File: src/rtl/add_sub_pkg.sv
// -----------------------------------------------------------------------------
// add_sub_pkg
// Shared definitions for the bit-serial adder/subtractor.
//   state_t  : controller states IDLE / RUN / DONE
//   MODE_SUB : mode value selecting a - b
//   MODE_ADD : mode value selecting a + b
// -----------------------------------------------------------------------------
package add_sub_pkg;

  typedef enum logic [1:0] {
    IDLE = 2'd0,
    RUN  = 2'd1,
    DONE = 2'd2
  } state_t;

  localparam logic MODE_SUB = 1'b0;
  localparam logic MODE_ADD = 1'b1;

endpackage

File: src/rtl/fas_cell.sv
// -----------------------------------------------------------------------------
// fas_cell
// Combinational 1-bit full adder / full subtractor.
// Ports:
//   x    : in  - bit of a (first addend / minuend)
//   y    : in  - bit of b (second addend / subtrahend)
//   cin  : in  - carry in (add) or borrow in (subtract)
//   mode : in  - MODE_ADD or MODE_SUB
//   s    : out - sum / difference bit
//   cout : out - carry out (add) or borrow out (subtract)
// -----------------------------------------------------------------------------
module fas_cell
  import add_sub_pkg::*;
(
  input  logic x,
  input  logic y,
  input  logic cin,
  input  logic mode,
  output logic s,
  output logic cout
);

  // The sum and difference bits are the same parity function; only the
  // carry/borrow generation differs. A borrow is produced when y plus the
  // incoming borrow exceeds x.
  always_comb begin
    s = x ^ y ^ cin;
    if (mode == MODE_ADD) begin
      cout = (x & y) | (cin & (x ^ y));
    end else begin
      cout = (~x & y) | (cin & ~(x ^ y));
    end
  end

endmodule

File: src/rtl/serial_add_sub.sv
// -----------------------------------------------------------------------------
// serial_add_sub
// Bit-serial adder/subtractor: one bit per clock, LSB first, through a single
// fas_cell. A request is accepted in IDLE, WIDTH cycles later the result is
// presented in DONE and held until the consumer takes it.
// Ports:
//   clk, rst     : clock, asynchronous active-high reset
//   start_valid  : in  - request to start an operation
//   start_ready  : out - high only in IDLE
//   mode         : in  - 0 = a - b, 1 = a + b
//   a, b         : in  - operands (sampled only on the accepting edge)
//   res_valid    : out - high only in DONE
//   res_ready    : in  - consumer accepts the result
//   result       : out - sum / difference modulo 2^WIDTH
//   borrow       : out - subtract: a < b unsigned; add: carry out
//   ovf          : out - two's-complement overflow
//   busy         : out - high in RUN and DONE
// -----------------------------------------------------------------------------
module serial_add_sub
  import add_sub_pkg::*;
#(
  parameter int WIDTH = 8
) (
  input  logic             clk,
  input  logic             rst,
  input  logic             start_valid,
  output logic             start_ready,
  input  logic             mode,
  input  logic [WIDTH-1:0] a,
  input  logic [WIDTH-1:0] b,
  output logic             res_valid,
  input  logic             res_ready,
  output logic [WIDTH-1:0] result,
  output logic             borrow,
  output logic             ovf,
  output logic             busy
);

  localparam int            CW       = $clog2(WIDTH);
  localparam logic [CW-1:0] LAST_BIT = CW'(WIDTH - 1);

  state_t           r_state;
  logic [WIDTH-1:0] r_a;
  logic [WIDTH-1:0] r_b;
  logic [WIDTH-1:0] r_result;
  logic [CW-1:0]    r_cnt;
  logic             r_mode;
  logic             r_carry;
  logic             r_borrow;
  logic             r_ovf;
  logic             r_start_ready;
  logic             r_res_valid;
  logic             r_busy;

  logic             w_sum;
  logic             w_cout;

  // The operand registers shift right each RUN cycle, so the cell always
  // sees the current bit in position 0.
  fas_cell u_cell (
    .x    (r_a[0]),
    .y    (r_b[0]),
    .cin  (r_carry),
    .mode (r_mode),
    .s    (w_sum),
    .cout (w_cout)
  );

  // Controller and datapath. Handshake flags are registered alongside the
  // state so they change on exactly the same edge as the state they mirror.
  // result/borrow/ovf are left untouched in IDLE so the last answer stays
  // visible until the next request starts overwriting result bits.
  always_ff @(posedge clk or posedge rst) begin
    if (rst) begin
      r_state       <= IDLE;
      r_a           <= '0;
      r_b           <= '0;
      r_result      <= '0;
      r_cnt         <= '0;
      r_mode        <= MODE_SUB;
      r_carry       <= 1'b0;
      r_borrow      <= 1'b0;
      r_ovf         <= 1'b0;
      r_start_ready <= 1'b1;
      r_res_valid   <= 1'b0;
      r_busy        <= 1'b0;
    end else begin
      case (r_state)
        IDLE: begin
          if (start_valid && r_start_ready) begin
            r_a           <= a;
            r_b           <= b;
            r_mode        <= mode;
            r_carry       <= 1'b0;
            r_cnt         <= '0;
            r_state       <= RUN;
            r_start_ready <= 1'b0;
            r_busy        <= 1'b1;
          end
        end

        RUN: begin
          r_result[r_cnt] <= w_sum;
          r_carry         <= w_cout;
          r_a             <= r_a >> 1;
          r_b             <= r_b >> 1;
          if (r_cnt == LAST_BIT) begin
            // r_carry still holds the carry into the MSB here; comparing it
            // with the carry out of the MSB gives signed overflow for both
            // add and subtract.
            r_borrow    <= w_cout;
            r_ovf       <= r_carry ^ w_cout;
            r_state     <= DONE;
            r_res_valid <= 1'b1;
          end else begin
            r_cnt <= r_cnt + CW'(1);
          end
        end

        DONE: begin
          if (res_ready) begin
            r_state       <= IDLE;
            r_res_valid   <= 1'b0;
            r_busy        <= 1'b0;
            r_start_ready <= 1'b1;
          end
        end

        default: begin
          r_state       <= IDLE;
          r_res_valid   <= 1'b0;
          r_busy        <= 1'b0;
          r_start_ready <= 1'b1;
        end
      endcase
    end
  end

  assign start_ready = r_start_ready;
  assign res_valid   = r_res_valid;
  assign busy        = r_busy;
  assign result      = r_result;
  assign borrow      = r_borrow;
  assign ovf         = r_ovf;

endmodule

File: config.mk
export PLATFORM = sky130hd
export DESIGN_NAME = serial_add_sub
export DESIGN_NICKNAME = d
export VERILOG_FILES = /design/src/rtl/add_sub_pkg.sv /design/src/rtl/fas_cell.sv /design/src/rtl/serial_add_sub.sv
export SDC_FILE = /design/constraint.sdc
export NUM_CORES = 1
export LEC_CHECK = 0
export ABC_CLOCK_PERIOD_IN_PS = 3050
export BUFFER_PORTS_ARGS = -buffer_cell sky130_fd_sc_hd__buf_2
export CELL_PAD_IN_SITES_DETAIL_PLACEMENT = 0
export CELL_PAD_IN_SITES_GLOBAL_PLACEMENT = 2
export CORE_ASPECT_RATIO = 1.5
export CORE_MARGIN = 2
export CORE_UTILIZATION = 38
export CTS_CLUSTER_DIAMETER = 100
export CTS_CLUSTER_SIZE = 12
export DETAILED_ROUTE_END_ITERATION = 12
export PLACE_DENSITY_LB_ADDON = 0.25
export SLEW_MARGIN = 10
export SYNTH_ARGS = -nofsm -noshare
export SYNTH_HDL_FRONTEND = slang
export SYNTH_SLANG_ARGS = --single-unit
File: constraint.sdc
create_clock -name clk -period 3.05 [get_ports clk]
set_input_delay 0.61 -clock clk [delete_from_list [all_inputs] [get_ports clk]]
set_output_delay 0.61 -clock clk [all_outputs]
set_load 0.01 [all_outputs]
==> flow_metrics.env <==
export IMPL_htreeDepth=2
export IMPL_finish_net_count=217
export IMPL_syn_to_final_growth_pct=15.38
export IMPL_drv_slew=0
export IMPL_cts_repair_resized=0
export IMPL_synthArstFlopShare=1.000
export IMPL_core_area_sq_mm=0.004542
export IMPL_grt_max_degree=37
export IMPL_synth_area_leader_cell="dfrtp_1"
export IMPL_clkLatencyLatePin_ns=0.29
export IMPL_synth_nets=189
export IMPL_cts_tree="yes"
export IMPL_grt_pass1_wl_mm=6.527
export IMPL_ys_seq_elements=36
export IMPL_rrSetupSlack_ns=1.29
export IMPL_status="finished, final reports clean"
export IMPL_fin_area_sq_mm=0.002083
export IMPL_synth_cells=164
export IMPL_first_global_vias=1390
export IMPL_p_leak_uw=0.0009439
export IMPL_path_cells="inv_1 -> o21ai_4 -> a22oi_1"
export IMPL_multi_input_area_sq_um=783.3
export IMPL_synth_edf_count=0
export IMPL_yosysMostFrequentCell="dfrtp_1"
export IMPL_critPathLaunch="r_state[1]$_DFFE_PP0P_"
export IMPL_synth_cell_types=41
export IMPL_cts_made_buffers=5
export IMPL_tightest_slew_ns=0.7293
export IMPL_grtUsageTotal=0.1660
export IMPL_placed_cells=249
export IMPL_syn_area_sq_mm=0.001805
export IMPL_io_buffers=33
export IMPL_ys_flop_type="dfrtp_1"
export IMPL_yosysSeqAreaShare=0.4997
export IMPL_dp_final_hpwl_mm=2.804
export IMPL_drt_iter0_drc=60
export IMPL_worst_clock_skew_ns=0.01022
export IMPL_setup_viol=0
export IMPL_via_per_inst=5.346
export IMPL_fp_dieArea_sq_mm=0.005330
export IMPL_worstPathRequired_ns=3.21
export IMPL_slew_headroom=0.5138
export IMPL_fin_cells=257
export IMPL_period_minus_slack_ns=1.758
export IMPL_ys_top_cells_by_area="dfrtp_1 49%, o2bb2ai_1 6.3%, a31oi_1 5.2%, and2_1 3.5%, o22ai_1 2.8%"
export IMPL_r2r_end="r_b[0]$_DFFE_PP0P_"
export IMPL_cpLargestDelayFamily="flip-flops"
export IMPL_yosysWarnings=0
export IMPL_fillCellCount=451
export IMPL_routed_wl_mm=3.964
export IMPL_drc=0
export IMPL_hold_violations=0
export IMPL_startpoint_type="flip-flop"
export IMPL_antenna_found_initial=0
export IMPL_arrival_ns=1.91
export IMPL_ant_nets=0
export IMPL_fin_tns_setup_ns=0
export IMPL_cts_root_buf="clkbuf_8"
export IMPL_die_w_microns=60.28
export IMPL_path_clk_slew_ns=0.08
export IMPL_end_kind="flip-flop"
export IMPL_seqCellArea_sq_um=902.1
export IMPL_antenna_cells=0
export IMPL_yosysTopAreaCellShare=0.4851
export IMPL_cp_slowest_cell="dfrtp_1"
export IMPL_vias=1374
export IMPL_critical_path_buf_inv_count=1
export IMPL_critPathKind="reg2reg"
export IMPL_power_density_mw_per_mm2=985.7
export IMPL_rows=30
export IMPL_maxCapViolCount=0
export IMPL_wl_per_cell_microns=15.42
export IMPL_clk_path_buf_depth=2
export IMPL_max_stage_delay_ns=0.82
export IMPL_drt_first_pass_iters=4
export IMPL_period_share=0.5764
export IMPL_hp_class="in2async"
export IMPL_post_cts_setup_buffers=0
export IMPL_rr_worst_depth=3
export IMPL_num_io_pins=34
export IMPL_start_util=0.3975
export IMPL_gp_congestion=0.7316
export IMPL_clock_sinks=36
export IMPL_rsz0062_at_grt="no"
export IMPL_rr_startpoint="r_state[1]$_DFFE_PP0P_"
export IMPL_whs_ns=0.4119
export IMPL_ir_drop_mv=0.3971
export IMPL_holdBufCountCts=0
export IMPL_synthTopCellsByCount="35 x dfrtp_1, 15 x a31oi_1, 13 x o2bb2ai_1"
export IMPL_layout_drive_gt1_share=0.2591
export IMPL_avgSynthCellArea_sq_um=11.01
export IMPL_crit_fanout=20
export IMPL_grt_overflow=0
export IMPL_place_area_sq_mm=0.001976
export IMPL_clock_fmax_mhz=568.8
export IMPL_dieHeight_microns=88.42
state kept, by name (all words and copies together) (netlist names):
name,count
r_a,8
r_b,8
result,8
r_cnt,3
r_state,2
borrow,1
busy,1
ovf,1
r_carry,1
r_mode,1
res_valid,1
start_ready,1
report_power, final:
part           switching, uW  internal, uW  leakage [uW]
Clock                    171           243     0.0000552
Combinational            408           353      0.000441
Sequential               203           675      0.000448
Total                    782          1270      0.000944
cell type report:
class / count / area share
multi-input combinational: 105 / 0.3760
clock inverter: 2 / 0.01682
timing repair buffer: 34 / 0.08288
clock buffer: 6 / 0.03483
inverter: 10 / 0.01802
sequential: 36 / 0.4330
tap: 64 / 0.03844
per-layer routing:
metal	track usage	share of wire	routed length [microns]
met1	0.1836	0.39	1552
met2	0.3093	0.55	2190
met3	0.03509	0.039	154
met4	0.04848	0.017	66
met5	0	0	0
cells by family after synthesis:
| logic type | synth area share |
|---|---|
| AO/OA/AOI/OAI | 0.2509 |
| flip-flops | 0.4997 |
| AND/OR/NAND/NOR | 0.1234 |
| buffers and inverters | 0.06651 |
| multiplexers | 0.02356 |
| adder cells (fa/ha/maj) | 0.03603 |
tightest hold or removal path, stage by stage:
cell and delay, ns:
buf_2 0.09, inv_1 0.04, buf_4 0.39
cells in the final DEF, fill, tap and decap left out, types with 5 or more instances in the layout:
cell type	count
dfrtp_1	35
buf_2	33
a31oi_1	15
o2bb2ai_1	13
and2_1	10
inv_1	9
o22ai_1	8
a21oi_1	7
nor2_1	6
nand2_1	6
clkbuf_8	5
stage by stage:
| stage | power, uW | utilization | worst slack [ns] |
|---|---|---|---|
| 5_1_grt | 2218 | 0.4587 | 1.144 |
| 6_report | 2054 | 0.4587 | 1.292 |
| 3_3_place_gp | 1622 | 0.4350 | 1.185 |
| 2_1_floorplan | 1467 | - | 1.637 |
| 3_5_place_dp | 1667 | 0.4350 | 1.141 |
| 4_1_cts | 2083 | 0.4587 | 1.253 |
worst max-delay path by stage:
| stage | slack (ns) | cells past startpoint | endpoint |
|---|---|---|---|
| 2_1_floorplan | 1.64 | 1 | borrow$_DFFE_PP0P_ |
| 4_1_cts | 1.25 | 3 | r_b[0]$_DFFE_PP0P_ |
| 3_5_place_dp | 1.14 | 4 | r_b[0]$_DFFE_PP0P_ |
| 3_3_place_gp | 1.19 | 4 | r_b[0]$_DFFE_PP0P_ |
| 6_report | 1.29 | 3 | r_b[0]$_DFFE_PP0P_ |
| 5_1_grt | 1.14 | 4 | ovf$_DFFE_PP0P_ |
Power figures use the tool's default switching activity.
